File: src/rtl/magic_device_reader_if.sv
// magic_device_reader_if: MMIO request/response and device read-side bus for magic_device_reader
interface magic_device_reader_if #(
    parameter int ADDR_W = 12,
    parameter int DATA_W = 64
);
    logic              req_valid;
    logic              req_ready;
    logic [ADDR_W-1:0] req_addr;
    logic              resp_valid;
    logic              resp_ready;
    logic [DATA_W-1:0] resp_data;
    logic              resp_error;
    logic [ADDR_W-1:0] read_select;
    logic              read_ready;
    logic              read_valid;
    logic [DATA_W-1:0] read_data;
    modport master (
        input  req_valid, req_addr, resp_ready, read_valid, read_data,
        output req_ready, resp_valid, resp_data, resp_error, read_select, read_ready
    );
    modport slave (
        output req_valid, req_addr, resp_ready, read_valid, read_data,
        input  req_ready, resp_valid, resp_data, resp_error, read_select, read_ready
    );
endinterface

File: src/rtl/magic_device_reader.sv
// magic_device_reader: one-outstanding MMIO read to device read transaction with watchdog timeout.
// Optional MAGIC_DEVICE_READER_STATS_EN adds saturating read/timeout counters.
module magic_device_reader #(
    parameter int              ADDR_W   = 12,
    parameter int              DATA_W   = 64,
    parameter int              TIMEOUT  = 1024,
    parameter logic [DATA_W-1:0] ERR_DATA = 64'hDEAD_BEEF_DEAD_BEEF
) (
    input  logic clock,
    input  logic reset,
    magic_device_reader_if.master bus
`ifdef MAGIC_DEVICE_READER_STATS_EN
    ,
    output logic [31:0] stat_reads,
    output logic [15:0] stat_timeouts
`endif
);
    localparam int CW = TIMEOUT > 0 ? $clog2(TIMEOUT + 1) : 1;
    typedef enum logic [1:0] {IDLE, WAIT, RESP} state_t;
    state_t            state_q, state_d;
    logic [ADDR_W-1:0] sel_q, sel_d;
    logic [DATA_W-1:0] data_q, data_d;
    logic              err_q, err_d;
    logic [CW-1:0]     cnt_q, cnt_d;
    logic              timeout_hit;
    assign timeout_hit = TIMEOUT != 0 && cnt_q == CW'(TIMEOUT - 1);
    always_comb begin
        state_d = state_q;
        sel_d   = sel_q;
        data_d  = data_q;
        err_d   = err_q;
        cnt_d   = cnt_q;
        case (state_q)
            IDLE: if (bus.req_valid) begin
                sel_d   = bus.req_addr;
                cnt_d   = '0;
                state_d = WAIT;
            end
            WAIT: if (bus.read_valid) begin
                data_d  = bus.read_data;
                err_d   = 1'b0;
                state_d = RESP;
            end else if (timeout_hit) begin
                data_d  = ERR_DATA;
                err_d   = 1'b1;
                state_d = RESP;
            end else begin
                cnt_d = &cnt_q ? cnt_q : cnt_q + 1'b1;
            end
            RESP: state_d = bus.resp_ready ? IDLE : RESP;
            default: state_d = IDLE;
        endcase
    end
    always_ff @(posedge clock) begin
        if (reset) begin
            state_q <= IDLE;
            sel_q   <= '0;
            data_q  <= '0;
            err_q   <= 1'b0;
            cnt_q   <= '0;
        end else begin
            state_q <= state_d;
            sel_q   <= sel_d;
            data_q  <= data_d;
            err_q   <= err_d;
            cnt_q   <= cnt_d;
        end
    end
    // All outputs decode registered state only, so no input reaches an output combinationally.
    assign bus.req_ready   = state_q == IDLE;
    assign bus.read_ready  = state_q == WAIT;
    assign bus.resp_valid  = state_q == RESP;
    assign bus.resp_data   = data_q;
    assign bus.resp_error  = err_q;
    assign bus.read_select = sel_q;
`ifdef MAGIC_DEVICE_READER_STATS_EN
    logic [31:0] reads_q, reads_d;
    logic [15:0] tos_q, tos_d;
    always_comb begin
        reads_d = reads_q;
        tos_d   = tos_q;
        if (state_q == WAIT && bus.read_valid && !(&reads_q)) reads_d = reads_q + 1'b1;
        if (state_q == WAIT && !bus.read_valid && timeout_hit && !(&tos_q)) tos_d = tos_q + 1'b1;
    end
    always_ff @(posedge clock) begin
        if (reset) begin
            reads_q <= '0;
            tos_q   <= '0;
        end else begin
            reads_q <= reads_d;
            tos_q   <= tos_d;
        end
    end
    assign stat_reads    = reads_q;
    assign stat_timeouts = tos_q;
`endif
endmodule

File: src/flat_wrapper.sv
// flat-port wrapper written by rule: the top's interface ports become plain ports
module magic_device_reader_flat 
#(
    parameter int              ADDR_W   = 12,
    parameter int              DATA_W   = 64,
    parameter int              TIMEOUT  = 1024,
    parameter logic [DATA_W-1:0] ERR_DATA = 64'hDEAD_BEEF_DEAD_BEEF
)
  (clock, reset, bus_req_valid, bus_req_addr, bus_resp_ready, bus_read_valid, bus_read_data, bus_req_ready, bus_resp_valid, bus_resp_data, bus_resp_error, bus_read_select, bus_read_ready);
  magic_device_reader_if #(.ADDR_W(ADDR_W), .DATA_W(DATA_W)) bus_i ();
  input  logic clock;
  input  logic reset;
  input wire logic [$bits(bus_i.req_valid)-1:0] bus_req_valid;
  input wire logic [$bits(bus_i.req_addr)-1:0] bus_req_addr;
  input wire logic [$bits(bus_i.resp_ready)-1:0] bus_resp_ready;
  input wire logic [$bits(bus_i.read_valid)-1:0] bus_read_valid;
  input wire logic [$bits(bus_i.read_data)-1:0] bus_read_data;
  output wire logic [$bits(bus_i.req_ready)-1:0] bus_req_ready;
  output wire logic [$bits(bus_i.resp_valid)-1:0] bus_resp_valid;
  output wire logic [$bits(bus_i.resp_data)-1:0] bus_resp_data;
  output wire logic [$bits(bus_i.resp_error)-1:0] bus_resp_error;
  output wire logic [$bits(bus_i.read_select)-1:0] bus_read_select;
  output wire logic [$bits(bus_i.read_ready)-1:0] bus_read_ready;
  assign bus_i.req_valid = bus_req_valid;
  assign bus_i.req_addr = bus_req_addr;
  assign bus_i.resp_ready = bus_resp_ready;
  assign bus_i.read_valid = bus_read_valid;
  assign bus_i.read_data = bus_read_data;
  assign bus_req_ready = bus_i.req_ready;
  assign bus_resp_valid = bus_i.resp_valid;
  assign bus_resp_data = bus_i.resp_data;
  assign bus_resp_error = bus_i.resp_error;
  assign bus_read_select = bus_i.read_select;
  assign bus_read_ready = bus_i.read_ready;
  magic_device_reader #(.ADDR_W(ADDR_W), .DATA_W(DATA_W), .TIMEOUT(TIMEOUT), .ERR_DATA(ERR_DATA)) u_core (.clock(clock), .reset(reset), .bus(bus_i));
endmodule
File: config.mk
export PLATFORM = sky130hd
export DESIGN_NAME = magic_device_reader_flat
export DESIGN_NICKNAME = d
export VERILOG_FILES = /design/src/rtl/magic_device_reader_if.sv /design/src/rtl/magic_device_reader.sv /design/src/flat_wrapper.sv
export SDC_FILE = /design/constraint.sdc
export NUM_CORES = 1
export LEC_CHECK = 0
export ABC_AREA = 1
export BUFFER_PORTS_ARGS = -buffer_cell sky130_fd_sc_hd__buf_2
export CAP_MARGIN = 20
export CORE_MARGIN = 2
export CORE_UTILIZATION = 43
export DETAILED_ROUTE_END_ITERATION = 6
export GPL_ROUTABILITY_DRIVEN = 0
export GPL_TIMING_DRIVEN = 0
export PLACE_DENSITY = 0.84
export SLEW_MARGIN = 40
export SYNTH_ARGS = -nofsm -noshare
export SYNTH_HDL_FRONTEND = slang
export SYNTH_SLANG_ARGS = --single-unit
File: constraint.sdc
create_clock -name clock -period 1.47 [get_ports clock]
set_clock_uncertainty 0.05 [all_clocks]
set_input_delay 0.147 -clock clock [delete_from_list [all_inputs] [get_ports clock]]
set_output_delay 0.147 -clock clock [all_outputs]
set_load 0.02 [all_outputs]
==> results.json <==
{
  "status": "finished, violations left",
  "failed_checks": "negative setup slack",
  "powerDensity_nw_per_um2": 992,
  "synth_mux_area_share_pct": 0,
  "grt_pass1_vias": 4070,
  "critPathLaunchType": "flip-flop",
  "die-area_um2": 9760,
  "crit_fanout": 7,
  "hp-class": "in2reg",
  "wl_per_cell_um": 14.5,
  "synth_area_leaders": "dfxtp_1, nor2_1, o31ai_1, nand2_1, inv_1",
  "initial_core_util_pct": 44.3,
  "hold_violations": 0,
  "setup_ws_ns": -0.129,
  "seq_area_frac_synth_pct": 46.6,
  "gr-total-overflow": 0,
  "max_freq_mhz": 625,
  "synth_area_leader_cell": "dfxtp_1",
  "crit-reg2reg-launch": "u_core.cnt_q[0]",
  "drt_iter0_drc": 219,
  "synthSimpleGateAreaFrac_pct": 26.6,
  "worstMarginPinSlew_ns": 0.604,
  "synthXorXnorAreaFrac_pct": 0.453,
  "die_h_um": 98.8,
  "vias": 4315,
  "ys_types": 27,
  "cts-htree-levels": 3,
  "synth_compound_area_share_pct": 15.3,
  "multi_input_area_um2": 1910,
  "rsz0062_at_grt": "true",
  "end_kind": "flip-flop",
  "root_buffer": "clkbuf_8",
  "fill_cells": 642,
  "grt_pass1_wl_um": 18700,
  "drc_errors": 0,
  "die-width_um": 98.8,
  "postSynthCellCount": 525,
  "grt_max_degree": 15,
  "yosys_warnings": 0,
  "clk_latency_ns": 0.36,
  "cts_buffers": 9,
  "drt-total-wl_um": 12400,
  "portBuffers": 159,
  "fin_tns_setup_ns": -4.67,
  "syn_nets": 607,
  "met3_length_um": 1040,
  "top_level_ports": 161,
  "route.layer.met1.wl_um": 4820,
  "regArea_um2": 1820,
  "synth_top_family_by_area": "simple AND/OR/NAND/NOR gates",
  "first_pass_iters": 5,
  "critPathKind": "reg2reg",
  "synth-seq-cells": 90,
  "hpwl_um": 7840,
  "slew_viol_final": 0,
  "fin_nets": 821,
  "clockBufferDepth": 2,
  "hp-start": "bus_read_data[14]",
  "peakVddDrop_uv": 666,
  "mostFrequentLayoutCells": "buf_2, nor2_1, dfxtp_1, nand2_1, inv_1",
  "setup_violations": 73,
  "avgSynthCellArea_um2": 7.36,
  "drv_cap": 0,
  "crit_start": "u_core.cnt_q[0]",
  "final_common_cell": "buf_2",
  "routed_via_density": 5.06,
  "layout-drive-gt1-share_pct": 41.0,
  "fin_util_pct": 67.2,
  "cts_tree": "built",
  "core-area_um2": 8720,
  "ant_nets": 0,
  "min_period_ns": 1.60,
  "rows": 34,
  "synth-adder-area-share_pct": 0.324,
  "synthesis.area_um2": 3860,
  "n_antenna_cell": 0,
  "worst_ep_required_time_ns": 1.64,
  "whs_ns": 0.0143,
  "finalCritPeriodShare_pct": 109,
  "power.leakage_nw": 3.22,
  "crit_arrival_ns": 1.77,
  "clock-sinks": 90,
  "syn_to_final_growth_pct": 51.8,
  "top_layer": "met4",
  "antenna_found_initial": 0,
  "routed-wl-met2_um": 6130,
  "synth_top_area_share_pct": 46.6,
  "groute.usage.overall_pct": 23.4,
  "clk_pin_slew_ns": 0.10,
  "max_slew_margin_pct": 59.7
}
## state kept, by name (all words and copies together), names as in the netlist
register                count
u_core.bus.read_select     12
u_core.bus.resp_data       64
u_core.bus.resp_error       1
u_core.cnt_q               11
u_core.state_q              2
## metal layers
| metal | vias to the layer above | global-route usage (%) |
|---|---|---|
| met5 | - | 0 |
| met2 | 191 | 40.3 |
| met3 | 47 | 7.80 |
| met4 | 0 | 7.48 |
| met1 | 1996 | 27.5 |
| li1 | 2081 | - |
## path summary, 6_finish.rpt
path | endpoint | slack [ns] | depth (start not counted)
setup / recovery | u_core.bus.resp_data[8] | -0.13 | 9
hold / removal | u_core.bus.resp_data[14] | 0.01 | 3
setup reg to reg | u_core.bus.resp_data[8] | -0.13 | 9
hold reg to reg | u_core.bus.resp_data[61] | 0.41 | 2
## metrics by stage
step,instances,setup WS (ns),total power (W),instance area [um^2]
global route,852,-0.193,0.00603,5860
finish,852,-0.129,0.00582,5860
detailed placement,792,-0.270,0.00360,4830
CTS,844,-0.0676,0.00573,5540
global placement,792,-0.182,0.00358,4830
floorplan,525,-0.0248,0.00326,3900
## logic make-up (layout without fill, tap and decap cells)
family	Yosys count	after routing
AO/OA/AOI/OAI	90	90
XOR/XNOR	2	2
adder cells (fa/ha/maj)	1	1
buffers and inverters	99	318
flip-flops	90	90
AND/OR/NAND/NOR	243	243
## synthesized netlist by cell type
master      n
nor4_1      1
buf_2       7
nor2_4      4
inv_2       9
nand2_2     1
buf_6       2
ha_1        1
nor2_8      1
nand4_1     1
nand3_4     2
nor2_2      2
o21ai_0    16
inv_1      60
o21bai_1    2
o21ai_4     1
clkbuf_1   14
buf_4       5
nand3_1    10
a21oi_1    22
nand4_4     1
buf_1       2
o31ai_1    48
dfxtp_1    90
xor2_1      2
o21a_1      1
nand2_1    83
nor2_1    137
## power breakdown
part	switching, W	internal (W)	leakage [nW]
logic	0.000640	0.000442	2.36
clock network	0.000888	0.00118	0.121
registers	0.0000875	0.00258	0.739
total	0.00162	0.00420	3.22
## critical path: stages, from the launching register on
cell,delay (ns)
dfxtp_4,0.37
ha_4,0.16
nand2_4,0.06
nor2_4,0.15
nand3_4,0.12
nor2_8,0.19
nor2_4,0.09
buf_6,0.14
nand2_2,0.07
a21oi_2,0.06
## area by class of cell
cell class	count	share of cell area [%]
clock buffers	12	2.47
multi-input cells	336	32.6
well taps	108	2.30
flip-flops and latches	90	31.0
repair buffers	203	21.5
plain buffers	30	3.88
clock inverters	4	1.69
inverters	69	4.54
## what timing repair did
action	4_1_cts	5_1_grt
pin swaps	11	6
resized for setup	43	74
hold buffers	22	0
endpoints found under the hold margin	22	0
setup buffers	12	7
setup endpoints to repair	77	82
gates cloned	2	1
No activity file was read; power rests on OpenSTA's default activity.
